==> src/rtl/lift_step_par.sv <==
// rtl/lift_step_par.sv - N-lane 5/3 integer lifting step with a 2-stage valid/ready pipeline
//
// Purpose: applies one 5/3 lifting step (predict or update, forward or inverse) to every
// lane of a packed vector per beat.
// Stage 1 registers the neighbour sum, the sample, the per-lane ops and the inv flag.
// Stage 2 registers the narrowed result.
//
// Ports:
//   clk, rst_n            clock, asynchronous active-low reset
//   in_valid / in_ready   input beat handshake (in_ready = not stalled)
//   inv                   0 forward, 1 inverse; taken with the beat
//   left_i, sam_i,        LANES x W signed lanes, lane k at [k*W +: W]
//   right_i
//   op_i                  LANES x 2: 00 pass, 01 predict, 10 update, 11 pass
//   out_valid / out_ready result beat handshake
//   res_o                 lifted samples, held while stalled
//   noupdate_o            every lane of the current result was a pass
//   ovf_o                 sticky narrowing event flag
//   clr_i                 synchronous clear of ovf_o and beat_cnt_o
//   beat_cnt_o            result beats accepted downstream, wrapping
module lift_step_par #(
  parameter int LANES = 16,
  parameter int W     = 9,
  parameter int SAT   = 1,
  parameter int CNTW  = 16
) (
  input  logic                 clk,
  input  logic                 rst_n,
  input  logic                 in_valid,
  output logic                 in_ready,
  input  logic                 inv,
  input  logic [LANES*W-1:0]   left_i,
  input  logic [LANES*W-1:0]   sam_i,
  input  logic [LANES*W-1:0]   right_i,
  input  logic [LANES*2-1:0]   op_i,
  output logic                 out_valid,
  input  logic                 out_ready,
  output logic [LANES*W-1:0]   res_o,
  output logic                 noupdate_o,
  output logic                 ovf_o,
  input  logic                 clr_i,
  output logic [CNTW-1:0]      beat_cnt_o
);

  localparam int SW   = W + 1;
  localparam int XW   = W + 2;
  localparam int MAXI = (1 << (W - 1)) - 1;
  localparam int MINI = -(1 << (W - 1));
  localparam logic signed [XW-1:0] MAXV = XW'(MAXI);
  localparam logic signed [XW-1:0] MINV = XW'(MINI);
  localparam logic signed [XW-1:0] TWO  = XW'(2);

  logic                 s1_v_q, s1_v_d;
  logic [LANES*SW-1:0]  s1_sum_q, s1_sum_d;
  logic [LANES*W-1:0]   s1_sam_q, s1_sam_d;
  logic [LANES*2-1:0]   s1_op_q, s1_op_d;
  logic                 s1_inv_q, s1_inv_d;
  logic                 out_valid_q, out_valid_d;
  logic [LANES*W-1:0]   res_q, res_d;
  logic                 nu_q, nu_d;
  logic                 ovf_q, ovf_d;
  logic [CNTW-1:0]      cnt_q, cnt_d;

  logic                 stall;
  logic signed [XW-1:0] sx, xs, d, y;
  logic [1:0]           op;
  logic                 sub;
  logic [W-1:0]         r;
  logic [LANES*W-1:0]   res_calc;
  logic                 lane_ovf;
  logic                 all_pass;

  assign stall    = out_valid_q & ~out_ready;
  assign in_ready = ~stall;

  // Stage 1: capture the beat and form l+r at W+1 bits so the sum never overflows.
  always_comb begin
    s1_v_d   = s1_v_q;
    s1_sum_d = s1_sum_q;
    s1_sam_d = s1_sam_q;
    s1_op_d  = s1_op_q;
    s1_inv_d = s1_inv_q;
    if (!stall) begin
      s1_v_d = in_valid;
      if (in_valid) begin
        s1_sam_d = sam_i;
        s1_op_d  = op_i;
        s1_inv_d = inv;
        for (int k = 0; k < LANES; k++) begin
          s1_sum_d[k*SW +: SW] = {left_i[k*W + W-1], left_i[k*W +: W]}
                               + {right_i[k*W + W-1], right_i[k*W +: W]};
        end
      end
    end
  end

  // Per-lane lifting arithmetic on the stage-1 registers; W+2 bits holds every y exactly.
  always_comb begin
    sx       = '0;
    xs       = '0;
    d        = '0;
    y        = '0;
    op       = '0;
    sub      = 1'b0;
    r        = '0;
    res_calc = '0;
    lane_ovf = 1'b0;
    all_pass = 1'b1;
    for (int k = 0; k < LANES; k++) begin
      sx = {s1_sum_q[k*SW + SW-1], s1_sum_q[k*SW +: SW]};
      xs = {{2{s1_sam_q[k*W + W-1]}}, s1_sam_q[k*W +: W]};
      op = s1_op_q[2*k +: 2];
      case (op)
        2'b01: begin
          d   = sx >>> 1;
          sub = ~s1_inv_q;
        end
        2'b10: begin
          d   = (sx + TWO) >>> 2;
          sub = s1_inv_q;
        end
        default: begin
          d   = '0;
          sub = 1'b0;
        end
      endcase
      y = sub ? (xs - d) : (xs + d);
      if (y > MAXV) begin
        lane_ovf = 1'b1;
        r = (SAT != 0) ? MAXV[W-1:0] : y[W-1:0];
      end else if (y < MINV) begin
        lane_ovf = 1'b1;
        r = (SAT != 0) ? MINV[W-1:0] : y[W-1:0];
      end else begin
        r = y[W-1:0];
      end
      res_calc[k*W +: W] = r;
      // 00 and 11 are both pass: the two op bits are equal.
      if (op[1] != op[0]) all_pass = 1'b0;
    end
  end

  // Stage 2 plus the sticky flag and beat counter; a same-cycle ovf event overrides clr_i.
  always_comb begin
    out_valid_d = out_valid_q;
    res_d       = res_q;
    nu_d        = nu_q;
    if (!stall) begin
      out_valid_d = s1_v_q;
      if (s1_v_q) begin
        res_d = res_calc;
        nu_d  = all_pass;
      end
    end
    ovf_d = ovf_q;
    if (clr_i) ovf_d = 1'b0;
    if (!stall && s1_v_q && lane_ovf) ovf_d = 1'b1;
    cnt_d = cnt_q;
    if (clr_i) cnt_d = '0;
    else if (out_valid_q && out_ready) cnt_d = cnt_q + CNTW'(1);
  end

  always_ff @(posedge clk or negedge rst_n) begin
    if (!rst_n) begin
      s1_v_q      <= 1'b0;
      s1_sum_q    <= '0;
      s1_sam_q    <= '0;
      s1_op_q     <= '0;
      s1_inv_q    <= 1'b0;
      out_valid_q <= 1'b0;
      res_q       <= '0;
      nu_q        <= 1'b0;
      ovf_q       <= 1'b0;
      cnt_q       <= '0;
    end else begin
      s1_v_q      <= s1_v_d;
      s1_sum_q    <= s1_sum_d;
      s1_sam_q    <= s1_sam_d;
      s1_op_q     <= s1_op_d;
      s1_inv_q    <= s1_inv_d;
      out_valid_q <= out_valid_d;
      res_q       <= res_d;
      nu_q        <= nu_d;
      ovf_q       <= ovf_d;
      cnt_q       <= cnt_d;
    end
  end

  assign out_valid  = out_valid_q;
  assign res_o      = res_q;
  assign noupdate_o = nu_q;
  assign ovf_o      = ovf_q;
  assign beat_cnt_o = cnt_q;

endmodule

==> config.mk <==
export PLATFORM = sky130hd
export DESIGN_NAME = lift_step_par
export DESIGN_NICKNAME = d
export VERILOG_FILES = /design/src/rtl/lift_step_par.sv
export SDC_FILE = /design/constraint.sdc
export NUM_CORES = 2
export LEC_CHECK = 0
export BUFFER_PORTS_ARGS = -buffer_cell sky130_fd_sc_hd__clkbuf_2
export CELL_PAD_IN_SITES_DETAIL_PLACEMENT = 1
export CELL_PAD_IN_SITES_GLOBAL_PLACEMENT = 2
export CORE_ASPECT_RATIO = 1.5
export CORE_MARGIN = 4
export CORE_UTILIZATION = 38
export DETAILED_ROUTE_END_ITERATION = 12
export PLACE_DENSITY_LB_ADDON = 0.1
export SYNTH_ARGS = -nofsm -noshare
export SYNTH_HDL_FRONTEND = slang
export SYNTH_SLANG_ARGS = --single-unit
==> constraint.sdc <==
create_clock -name clk -period 13.2 [get_ports clk]
set_input_delay 1.32 -clock clk [delete_from_list [all_inputs] [get_ports clk]]
set_output_delay 1.32 -clock clk [all_outputs]
set_load 0.005 [all_outputs]
==> results.md <==
- Status: complete, no violations
- Drt total wl: 135000 µm
- Worst relative slew slack: between 10% and 20%
- Global route total overflow: 0
- Clk sinks: 485
- Avg Cell Area, Syn: 8.65 µm²
- Worst VDD drop: ~0.00013 V
- Vias: 36399
- Clk Latency, worst-skew pair: 630 ps
- Syn Inst Count: 4676
- CP bufs+invs: 2
- Ratio of cells with drive above 1 in the final layout: 19.5%
- Area of the multi-input gates: around 27000 µm²
- Main flop type after synthesis: dfrtp_1
- GR Util All Layers: approximately a quarter
- Unique cell type count in the Yosys netlist: 98
- Post-CTS Setup Inserts: 0
- Largest net degree at the start of global routing: 169
- Synth Cell Area: 40400 µm²
- Reg clk slew, reported paths: 70 ps
- Routed len/inst: 20.3 µm
- Core ar.: 106000 µm²
- Nets: 6062
- Share of synthesized flip-flops with an asynchronous set or reset: 100%
- # IOs: 634
- RSZ-0062 raised after global routing: no
- Syn Nets: about 5500
- Clock Root Buffer: clkbuf_16
- Die W: 274 µm
- Die Y: 407 µm
- Final Max Tran Viols: 0
- Setup WS post-layout: 6940 ps
- Final worst-path cycle share: 47.5%
- First-pass GRT wire length: around 210000 µm
- Power Total: 11.3 mW
- Post-CTS Resized: 0
- Post-synth EDFFs: 0
- Final hold violation count: 0
- Initial antenna violation count: 18
- Critical Path RT: 13680 ps
- Startpoint types: register
- Antenna Violating Nets Remaining: 0
- Die Area: 112000 µm²
- Yosys top cell by area: dfrtp_1
- Synth top area cells: dfrtp_1 (30%), ha_1 (11%), mux2_2 (5.6%), o21ai_0 (4.9%), nand2_1 (4.8%)
- Crit-path cells: inv_1 -> ha_1 -> inv_1 -> nand2_1 -> ha_1 -> nand2_1 -> o41a_1 -> nor3_1 -> nor2_1 -> xnor2_1 -> ha_1 -> or3_1 -> o21ai_0 -> a32oi_1 -> o311ai_0 -> a21boi_0 -> o22ai_1 -> o2111ai_1 -> nor4bb_1 -> a32oi_1
- Place WS: 7050 ps
- F_max: ~160 MHz
- Worst stage delay on the critical path: 790 ps
- Type of the most critical hold path: reg -> reg
- CP most frequent cell: ha_1
- DP Cell Count: about 6600
- CP arrival: 6740 ps
- PD cells: 242 nW/µm²
- Vias in the first global route: between 30000 and 40000
- Min cycle time layout: around 6300 ps
- Synthesis-stage register bit count: 485
- Crit path capture type: register
- Initial Util: approximately two fifths
- Final setup viols: 0
- Critical path class: reg -> reg
- Final setup TNS: 0 ps
- Reg area: 12100 µm²
- Drt initial violations: 1335
- Input/output buffers: 633
- Ys Warns: 0
- Via density: 5.46
- Clk_skew: 21.0 ps
- Max cap viols: 0
- Synth top area share: 30.0%
- Fill count: about 13000
- Register area share after synthesis: between 30% and 40%
- Number of hold buffers added after cts: 0
- Delay-heaviest family, CP: compound AO/OA/AOI/OAI gates
- CTS Buf Count: 54
- Post-DP HPWL: 110000 µm
- Drt drc: 0
- Worst path slowest cell: o22ai_1
- CTS tree: built
- Finished Layout Cells: approximately 6700
- # rows: approximately 150
- Deepest clock path buffer count: 3
- Area delta synth->final: 15.9%
- 1st-pass router iterations: 5
- Htree depth: 2
- Leak Pwr: between 20 and 25 nW
- Routability cong.: approximately 0.85
- CP max FO: 12
- Least-Margin Pin Slew: 1250 ps
==> worst reg2reg max path: stages, from the launching register on <==
cell and delay [ps]:
dfrtp_1 370, inv_1 50, ha_1 580, inv_1 210
nand2_1 170, ha_1 210, nand2_1 60, o41a_1 330
nor3_1 350, nor2_1 100, xnor2_1 140, ha_1 270
or3_1 450, o21ai_0 340, a32oi_1 120, o311ai_0 410
a21boi_0 160, o22ai_1 790, o2111ai_1 220, nor4bb_1 620
a32oi_1 190
==> metal layers <==
metal | routed length (µm) | track usage [%]
met5 | 42 | 0
met1 | 57000 | 28.6
met3 | 6270 | 3.80
met4 | 3390 | 5.55
met2 | 68300 | 43.2
==> stage by stage <==
step | utilization, % | hold slack, ps | instance area (µm²)
finish | 44.4 | 467 | 46900
global route | 44.4 | 502 | 46800
CTS | 44.4 | 477 | 46800
detailed placement | 42.5 | 462 | 44800
global placement | 42.5 | 450 | 44800
floorplan | - | 451 | 40400
==> power by group <==
group	switching, mW	internal, mW	leakage, nW	total (mW)
Sequential	0.446	1.92	5.78	2.36
Clock	0.680	1.02	0.964	1.70
Combinational	4.32	2.95	14.7	7.27
Total	5.44	5.89	21.4	11.3
==> cell type report <==
cell class | instances | share of cell area [%]
flip-flops and latches | 485 | 25.9
clock buffers | 74 | 3.48
diodes | 9 | 0.0481
clock inverters | 26 | 0.785
well taps | 1406 | 3.75
multi-input cells | 3745 | 56.7
inverters | 271 | 2.17
repair buffers | 650 | 7.11
==> cells by family (layout without fill, tap and decap cells) <==
family	Yosys count	in the layout	synth area share, %
AO/OA/AOI/OAI	1353	1353	21.9
other	0	9	0
AND/OR/NAND/NOR	1419	1419	17.1
XOR/XNOR	361	361	7.89
flip-flops	485	485	30.0
adder cells (fa/ha/maj)	385	385	12.5
multiplexers	227	227	6.24
buffers and inverters	446	1021	4.27
==> state kept, by name, summed over array words and instances, names as in the netlist <==
name        flops
s1_op_q        32
out_valid       1
s1_sam_q      144
s1_inv_q        1
s1_sum_q      144
noupdate_o      1
s1_v_q          1
ovf_o           1
beat_cnt_o     16
res_o         144
==> synth_stat cells (all sizes together) (12+ instances only) <==
cell and instances:
o31a 22, o311ai 15, a21o 89, a31oi 67
a2111oi 18, o21a 87, mux2i 27, xor2 163
or3 41, nand4 44, o211ai 49, nor4 23
nand2 518, o211a 16, a21boi 12, or2 27
o21bai 38, fa 32, o21ai 396, and3 18
a211oi 33, nand3 100, nand2b 85, clkbuf 152
mux2 200, a21oi 277, o31ai 22, and2 46
dfrtp 485, ha 353, nor2b 100, a22oi 37
nand3b 18, or4 24, buf 23, xnor2 196
nor3 64, inv 271, o2111ai 21, a31o 23
nor2 263
==> final timing paths <==
| path | startpoint | slack (ps) | endpoint | depth (start not counted) |
|---|---|---|---|---|
| hold / removal | res_o[73] | 470 | res_o[73] | 2 |
| max in group asynchronous | rst_n | 10090 | s1_op_q[13] | 4 |
| hold reg to reg | res_o[73] | 470 | res_o[73] | 2 |
| min in group asynchronous | rst_n | 670 | s1_sum_q[118] | 1 |
| setup / recovery | s1_op_q[8] | 6940 | ovf_o | 20 |
| setup reg to reg | s1_op_q[8] | 6940 | ovf_o | 20 |
==> layout by cell type, fill, tap and decap left out, types with 18 or more instances in the layout <==
| master | Yosys | final |
|---|---|---|
| xnor2_1 | 196 | 196 |
| a31o_2 | 23 | 23 |
| nand2b_1 | 85 | 85 |
| a21oi_1 | 276 | 276 |
| a22oi_1 | 37 | 37 |
| dfrtp_1 | 485 | 484 |
| clkbuf_16 | 0 | 57 |
| o21bai_1 | 38 | 38 |
| or4_1 | 24 | 24 |
| inv_1 | 271 | 271 |
| nor2_1 | 263 | 263 |
| and3_1 | 18 | 18 |
| o21ai_0 | 393 | 393 |
| or3_1 | 41 | 41 |
| ha_1 | 353 | 353 |
| o31ai_1 | 21 | 21 |
| or2_2 | 25 | 25 |
| nand4_1 | 42 | 42 |
| clkbuf_2 | 5 | 632 |
| o31a_1 | 22 | 22 |
| a31oi_1 | 67 | 67 |
| and2_1 | 44 | 43 |
| a21o_1 | 89 | 89 |
| mux2_2 | 200 | 200 |
| nor4_1 | 23 | 23 |
| nand2_1 | 518 | 516 |
| nand3_1 | 99 | 99 |
| xor2_1 | 163 | 163 |
| o211ai_1 | 49 | 49 |
| nand3b_1 | 18 | 18 |
| nor3_1 | 64 | 64 |
| fa_1 | 32 | 32 |
| a211oi_1 | 30 | 30 |
| o2111ai_1 | 21 | 21 |
| mux2i_1 | 27 | 27 |
| o21a_1 | 87 | 87 |
| nor2b_1 | 100 | 100 |
No activity file was read; power rests on OpenSTA's default activity.
